<file path="config.mk">
export PLATFORM = sky130hd
export DESIGN_NAME = alu_sequencer
export DESIGN_NICKNAME = d
export VERILOG_FILES = /design/src/rtl/alu_pkg.sv /design/src/rtl/alu_sequencer_sat_counter.sv /design/src/rtl/alu_sequencer.sv
export SDC_FILE = /design/constraint.sdc
export NUM_CORES = 1
export LEC_CHECK = 0
export ABC_AREA = 1
export CORE_MARGIN = 2
export CORE_UTILIZATION = 47
export DETAILED_ROUTE_END_ITERATION = 16
export PLACE_DENSITY = 0.84
export RECOVER_POWER = 25
export REMOVE_ABC_BUFFERS = 1
export SYNTH_ARGS = -nofsm -noshare
export SYNTH_HDL_FRONTEND = slang
export SYNTH_SLANG_ARGS = --single-unit
</file>
<file path="constraint.sdc">
create_clock -name i_clk -period 3.55 [get_ports i_clk]
set_input_delay 0.5325 -clock i_clk [delete_from_list [all_inputs] [get_ports i_clk]]
set_output_delay 0.5325 -clock i_clk [all_outputs]
set_load 0.05 [all_outputs]
</file>
<file path="src/rtl/alu_pkg.sv">
// Types and constants shared between the ALU and its requester-side sequencer.
package alu_pkg;

  typedef enum logic [1:0] {
    OP_SUB = 2'b00,
    OP_CMP = 2'b01,
    OP_SHL = 2'b10,
    OP_CHG = 2'b11
  } op_e;

  // Bit positions inside the 4-bit {carry, err, even, single} flag vector
  localparam int unsigned FLG_CARRY  = 3;
  localparam int unsigned FLG_ERR    = 2;
  localparam int unsigned FLG_EVEN   = 1;
  localparam int unsigned FLG_SINGLE = 0;

  typedef enum logic [1:0] {
    IDLE  = 2'd0,
    ISSUE = 2'd1,
    RESP  = 2'd2
  } seq_state_e;

endpackage

</file>
<file path="src/rtl/alu_sequencer_sat_counter.sv">
// Event counter with optional saturation at all-ones; wraps when saturation is disabled.
module sat_counter #(
  parameter int unsigned W = 8
) (
  input  logic         clk,
  input  logic         rst_n,
  input  logic         inc,
  input  logic         sat_en,
  output logic [W-1:0] count
);

  logic at_max;

  assign at_max = &count;

  always_ff @(posedge clk or negedge rst_n) begin
    if (!rst_n) begin
      count <= '0;
    end else if (inc && !(sat_en && at_max)) begin
      count <= count + W'(1);
    end
  end

endmodule

</file>
<file path="src/rtl/alu_sequencer.sv">
// Requester side of the ALU interface: takes one command, holds operands for SETTLE cycles,
// captures result and flags, presents them on a valid/ready port and counts completions.
module alu_sequencer
  import alu_pkg::*;
#(
  parameter int unsigned BITS   = 8,
  parameter int unsigned SETTLE = 1,
  parameter int unsigned CNT_W  = 8
) (
  input  logic             i_clk,
  input  logic             i_rst_n,
  input  logic             i_cmd_valid,
  output logic             o_cmd_ready,
  input  logic [BITS-1:0]  i_cmd_a,
  input  logic [BITS-1:0]  i_cmd_b,
  input  logic [1:0]       i_cmd_op,
  output logic [BITS-1:0]  o_alu_a,
  output logic [BITS-1:0]  o_alu_b,
  output logic [1:0]       o_alu_op,
  input  logic [BITS-1:0]  i_alu_out,
  input  logic [3:0]       i_alu_flags,
  output logic             o_res_valid,
  input  logic             i_res_ready,
  output logic [BITS-1:0]  o_res_data,
  output logic [3:0]       o_res_flags,
  output logic [CNT_W-1:0] o_op_cnt,
  output logic [CNT_W-1:0] o_err_cnt
);

  localparam int unsigned CW = (SETTLE > 1) ? $clog2(SETTLE) : 1;

  seq_state_e    state;
  logic [CW-1:0] settle_cnt;
  logic          res_done;
  logic          err_done;

  // Ready depends on state alone, so a result handshake never doubles as an accept
  assign o_cmd_ready = (state == IDLE);
  assign res_done    = (state == RESP) && i_res_ready;
  assign err_done    = res_done && o_res_flags[FLG_ERR];

  always_ff @(posedge i_clk or negedge i_rst_n) begin
    if (!i_rst_n) begin
      state       <= IDLE;
      settle_cnt  <= '0;
      o_alu_a     <= '0;
      o_alu_b     <= '0;
      o_alu_op    <= '0;
      o_res_valid <= 1'b0;
      o_res_data  <= '0;
      o_res_flags <= '0;
    end else begin
      unique case (state)
        IDLE: begin
          if (i_cmd_valid) begin
            o_alu_a    <= i_cmd_a;
            o_alu_b    <= i_cmd_b;
            o_alu_op   <= i_cmd_op;
            settle_cnt <= CW'(SETTLE - 1);
            state      <= ISSUE;
          end
        end
        ISSUE: begin
          if (settle_cnt == '0) begin
            o_res_data  <= i_alu_out;
            o_res_flags <= i_alu_flags;
            o_res_valid <= 1'b1;
            state       <= RESP;
          end else begin
            settle_cnt <= settle_cnt - CW'(1);
          end
        end
        RESP: begin
          if (i_res_ready) begin
            o_res_valid <= 1'b0;
            state       <= IDLE;
          end
        end
        default: state <= IDLE;
      endcase
    end
  end

  sat_counter #(
    .W (CNT_W)
  ) u_op_cnt (
    .clk    (i_clk),
    .rst_n  (i_rst_n),
    .inc    (res_done),
    .sat_en (1'b0),
    .count  (o_op_cnt)
  );

  sat_counter #(
    .W (CNT_W)
  ) u_err_cnt (
    .clk    (i_clk),
    .rst_n  (i_rst_n),
    .inc    (err_done),
    .sat_en (1'b1),
    .count  (o_err_cnt)
  );

endmodule

</file>
==> results.toml, run 1 <==
[timing]
min_period_over_period = 0.646
setup_repair_after_global_routing_missed_its_margin = "no"
whs_ns = 0.482
setup_tns_ns = 0
final-hold-violation-count = 0
max_fclk_ghz = 0.436
setup_viol = 0
least_margin_pin_slew_ns = 1.83
layout_min_cycle_time_ns = 2.29
finalMaxSlewViolations = 36
fin_worst_skew_ns = 0.00687
slew_headroom = -0.220

[hold_path]
min-delay-path-class = "register to register"
worst_hold_path.num_cells = 2
hold-path-endpoint = "o_alu_a[6]"
worst_hold_startpoint = "o_alu_a[6]"

[cts]
path_clk_slew_ns = 0.08
cts_setup_buffers = 0
worstSkewPairLatency_ns = 0.29
hold_buffers = 0
htreeDepth = 2
cts_max_path_buffers = 2
clockRootBuffer = "clkbuf_8"
cts_tree = "built"
tritoncts.num_buffers = 5
cts_sinks = 49
ctsResizeCount = 0

[layout]
antenna_diode_count = 0
layout.cells.most_common = "nand2_1"
layoutNonFillerInstCount = 383
layout.cells.most_common_list = "114 x nand2_1, 80 x clkdlybuf4s50_1, 49 x dfrtp_1"
post-route-util = 0.701
count_of_fill_cells_added_during_filler_insertion = 356
seq_area_sq_um = 1230
multi_input_comb_area_sq_um = 805
drive_above_1_share = 0.0846
nets_finish = 367
area_growth_syn_to_layout_pct = 41.6

[detailed_routing]
via_count_normalized_by_instance_count = 4.81
drt-wirelength-per-cell_microns = 12.3
totalWireLength_mm = 4.72
route.detailed.drc = 0
drt.antenna.violating_nets = 0
first_pass_drt_iterations = 4
drt-initial-drc-count = 72
dr_total_vias = 1842

[floorplanning]
floorplan.initialDensity = 0.495
placeableCoreArea_sq_um = 4410
die-height_microns = 72.2
chipWidth_microns = 72.2
pin_count = 82
design.die.area_sq_um = 5210
row_count = 24

[logic_synthesis]
synthesis.area_per_instance_sq_um = 8.84
ys_seq_elements = 49
synth.yosys.seq_area_share = 0.561
netlist_area_sq_um = 2180
ys.warnings.count = 0
synth_cell_type_count = 22
post_syn_instances = 247

[setup_path]
r2r.worst_path.cells = 3
worstSetupPathType = "register to primary output"
regToRegStartpoint = "state[0]"
timing.critical_path.required_ns = 3.02
worstPathArrival_ns = 1.76
reg2reg_setup_slack_ns = 1.84
critPathMaxFanout = 5
cp-start-kind = "register"
regToRegEndpoint = "state[1]"
timing.critical_path.to_type = "primary output"

[global_routing]
vias_in_the_first_global_route = 1754
grt_first_pass_wirelength_mm = 7.73
grt_start_max_net_pins = 36
grt_util_all_layers = 0.190
antenna_found_initial = 0
global_route.overflow_total = 0

[outcome]
outcome = "complete, but fails checks"
failing_checks = "max-capacitance violations, max-slew violations"

[placed_design]
dpl.cell_count = 376
hpwlAfterDp_mm = 3.50
port_buffers = 81
globalplace.congestion = 0.763

[power_and_ir_drop]
worst_ir_drop_vdd_uv = 596
totalPowerFinal_uw = 2930
p_per_area_nw_per_um2 = 948
static_leakage_uw = 0.00150

[job]
timing.max_cap.violations = 1
==> layer usage <==
layer | part of all wire | GRT usage | routed length, microns | vias to the layer above
met3 | 0.056 | 0.0542 | 265 | 4
met5 | 0 | 0 | 0 | -
met2 | 0.51 | 0.325 | 2430 | 49
met1 | 0.42 | 0.233 | 1990 | 870
li1 | - | - | - | 919
met4 | 0.0066 | 0.0608 | 31 | 0
==> power breakdown <==
group | total (uW) | switching (uW) | internal [uW]
Sequential | 937 | 161 | 776
Combinational | 1670 | 1130 | 538
Clock | 327 | 172 | 155
==> Yosys cell counts <==
library cell,number,area share
nand2_1,114,0.20
dfrtp_1,49,0.56
inv_1,24,0.041
o21ai_2,12,0.048
nand3_1,8,0.018
nor2_1,6,0.010
buf_6,4,0.021
nand4_1,4,0.011
o21ai_0,4,0.0092
xor2_1,4,0.016
ha_1,2,0.011
inv_2,2,0.0034
nand2_4,2,0.010
nor2_2,2,0.0057
nor2_4,2,0.010
xnor2_1,2,0.0080
buf_2,1,0.0023
inv_4,1,0.0029
nand3_2,1,0.0046
nand3b_1,1,0.0034
nor3_1,1,0.0023
or2_1,1,0.0029
==> final cells by class <==
class	count	area share
multi-input cells	166	0.260
inverters	27	0.0336
clock buffers	7	0.0279
well taps	52	0.0210
repair buffers	82	0.261
flip-flops and latches	49	0.396
==> cell families after synthesis <==
| kind of cell | count (synthesis) | share of synthesized area |
|---|---|---|
| fa+ha+maj | 2 | 0.0115 |
| simple gates | 142 | 0.275 |
| buf+inv | 32 | 0.0704 |
| flops | 49 | 0.561 |
| xor+xnor | 6 | 0.0241 |
| compound gates | 16 | 0.0573 |
==> critical path, stage by stage (launching register included) <==
cell,delay [ns]
dfrtp_1,0.44
nor2_2,0.20
clkdlybuf4s50_1,0.83
==> sequential cells by signal (all words and copies together) (netlist names) <==
register	flops
o_res_flags	4
o_alu_b	8
o_res_valid	1
u_err_cnt.count	8
state	2
o_alu_op	2
o_alu_a	8
o_res_data	8
u_op_cnt.count	8
==> stage by stage <==
| step | cell area (sq um) | worst slack (ns) |
|---|---|---|
| 6_report | 3090 | 1.26 |
| 5_1_grt | 3090 | 0.865 |
| 4_1_cts | 3100 | 1.23 |
| 3_5_place_dp | 3010 | 1.56 |
| 3_3_place_gp | 3010 | 1.58 |
| 2_1_floorplan | 2130 | 1.93 |
==> how the worst max path moves through the flow <==
| stage | startpoint | end | slack [ns] | cells past startpoint |
|---|---|---|---|---|
| 2_1_floorplan | u_err_cnt.count[1] | u_err_cnt.count[4] | 1.93 | 8 |
| 3_3_place_gp | state[1] | o_cmd_ready | 1.58 | 2 |
| 3_5_place_dp | state[1] | o_cmd_ready | 1.56 | 2 |
| 4_1_cts | state[1] | o_cmd_ready | 1.23 | 2 |
| 5_1_grt | i_rst_n | o_alu_a[6] | 0.87 | 2 |
| 6_report | state[1] | o_cmd_ready | 1.26 | 2 |
(Power assumes the default switching activity.)
==> run 2: changes to the inputs <==
- CORE_UTILIZATION: 47 -> 40
- PLACE_DENSITY: 0.84 -> 0.76
- clock period: 3.55 -> 2 ns (I/O delays scaled with it)
==> run 2 against run 1 <==
The flow now finishes without violations. Wire length shrank 0.40%. Largest power group unchanged. Critical path depth shrank 1. Cell area grew 2.5%. Combinational power grew 78%. Die area grew 16%. Total power grew 83%. Clock skew shrank 0.0011 ns.
==> results.toml, run 2 (synthesis gave the netlist of run 1 again) <==
[hold_path]
worst_hold_startpoint = "o_res_data[1]"
hold-path-endpoint = "o_res_data[1]"
worst_hold_path.num_cells = 2
min-delay-path-class = "register to register"

[timing]
least_margin_pin_slew_ns = 1.09
finalMaxSlewViolations = 0
final-hold-violation-count = 0
slew_headroom = 0.272
setup_repair_after_global_routing_missed_its_margin = "no"
fin_worst_skew_ns = 0.00579
setup_tns_ns = 0
layout_min_cycle_time_ns = 1.90
setup_viol = 0
min_period_over_period = 0.951
max_fclk_ghz = 0.526

[detailed_routing]
dr_total_vias = 1816
drt-initial-drc-count = 63
totalWireLength_mm = 4.70
route.detailed.drc = 0
drt.antenna.violating_nets = 0
via_count_normalized_by_instance_count = 4.50
drt-wirelength-per-cell_microns = 11.6
first_pass_drt_iterations = 4

[setup_path]
regToRegEndpoint = "u_err_cnt.count[0]"
timing.critical_path.required_ns = 1.70
r2r.worst_path.cells = 8
timing.critical_path.to_type = "primary output"
crit_family = "buffers and inverters"
reg2reg_setup_slack_ns = 0.62
worstPathCellList = "clkdlybuf4s50_1"
critPathMaxStageDelay_ns = 0.84
cp-start-kind = "register"
worstSetupPathType = "register to primary output"
critPathMaxFanout = 7
worstPathArrival_ns = 1.60
critical_path_slowest_stage_cell = "clkdlybuf4s50_1"
regToRegStartpoint = "u_err_cnt.count[0]"
critPathBufInv = 1

[layout]
area_growth_syn_to_layout_pct = 45.2
layout.cells.most_common_list = "114 x nand2_1, 79 x clkdlybuf4s50_1, 49 x dfrtp_1"
layoutNonFillerInstCount = 404
nets_finish = 369
antenna_diode_count = 0
drive_above_1_share = 0.0928
layout.cells.most_common = "nand2_1"

[floorplanning]
pin_count = 82
die-height_microns = 77.9
floorplan.initialDensity = 0.420
chipWidth_microns = 77.9
row_count = 26
placeableCoreArea_sq_um = 5200
design.die.area_sq_um = 6070

[cts]
tritoncts.num_buffers = 5
worstSkewPairLatency_ns = 0.30
clockRootBuffer = "clkbuf_8"
ctsResizeCount = 0
path_clk_slew_ns = 0.08
hold_buffers = 1
cts_setup_buffers = 0
cts_tree = "built"
cts_sinks = 49
cts_max_path_buffers = 2
htreeDepth = 2

[global_routing]
vias_in_the_first_global_route = 1784
global_route.overflow_total = 0
grt_first_pass_wirelength_mm = 8.09
grt_util_all_layers = 0.166
antenna_found_initial = 0
grt_start_max_net_pins = 32

[power_and_ir_drop]
static_leakage_uw = 0.00153
worst_ir_drop_vdd_uv = 916
p_per_area_nw_per_um2 = 1690

[outcome]
outcome = "finished, final reports clean"

[job]
timing.max_cap.violations = 0

[placed_design]
port_buffers = 81
dpl.cell_count = 395
globalplace.congestion = 0.779
hpwlAfterDp_mm = 3.54
-- run 2: worst max path at each step --
stage                                  start                  to  slack (ns)  cells past startpoint
after global routing       u_op_cnt.count[2]         o_op_cnt[2]        0.03                      1
after detailed placement   u_op_cnt.count[2]         o_op_cnt[2]        0.42                      1
after floorplan           u_err_cnt.count[1]  u_err_cnt.count[4]        0.38                      8
final                      u_op_cnt.count[2]         o_op_cnt[2]         0.1                      1
after CTS                 u_err_cnt.count[5]        o_err_cnt[5]        0.09                      1
after global placement     u_op_cnt.count[2]         o_op_cnt[2]        0.45                      1
-- run 2: where the power goes --
part           switching, uW  internal, uW
clock network            315           408
logic                   2010           963
registers                286          1380
-- run 2: layer usage --
metal | GRT usage | share of wire | vias up
met4 | 0.0491 | 0.013 | 0
met5 | 0 | 0 | -
li1 | - | - | 924
met2 | 0.286 | 0.50 | 51
met1 | 0.200 | 0.43 | 834
met3 | 0.0523 | 0.064 | 7
-- run 2: layout make-up --
class,count,area (sq um)
Multi-Input combinational cell,166,800
Fill cell,473,2030
Timing Repair Buffer,84,840
Clock inverter,1,30.0
Tap cell,70,87.6
Sequential cell,49,1230
Clock buffer,7,86.3
Inverter,27,104
-- run 2: through the flow --
| step | total power [uW] | hold slack [ns] | util | worst slack, ns | instance area, sq um |
|---|---|---|---|---|---|
| 3_5_place_dp | 4680 | 0.271 | 0.587 | 0.422 | 3050 |
| 6_report | 5360 | 0.487 | 0.610 | 0.0975 | 3170 |
| 3_3_place_gp | 4630 | 0.273 | 0.587 | 0.448 | 3050 |
| 4_1_cts | 5430 | 0.487 | 0.611 | 0.0851 | 3180 |
| 2_1_floorplan | 3620 | 0.00441 | - | 0.383 | 2130 |
| 5_1_grt | 5640 | 0.513 | 0.610 | 0.0321 | 3170 |
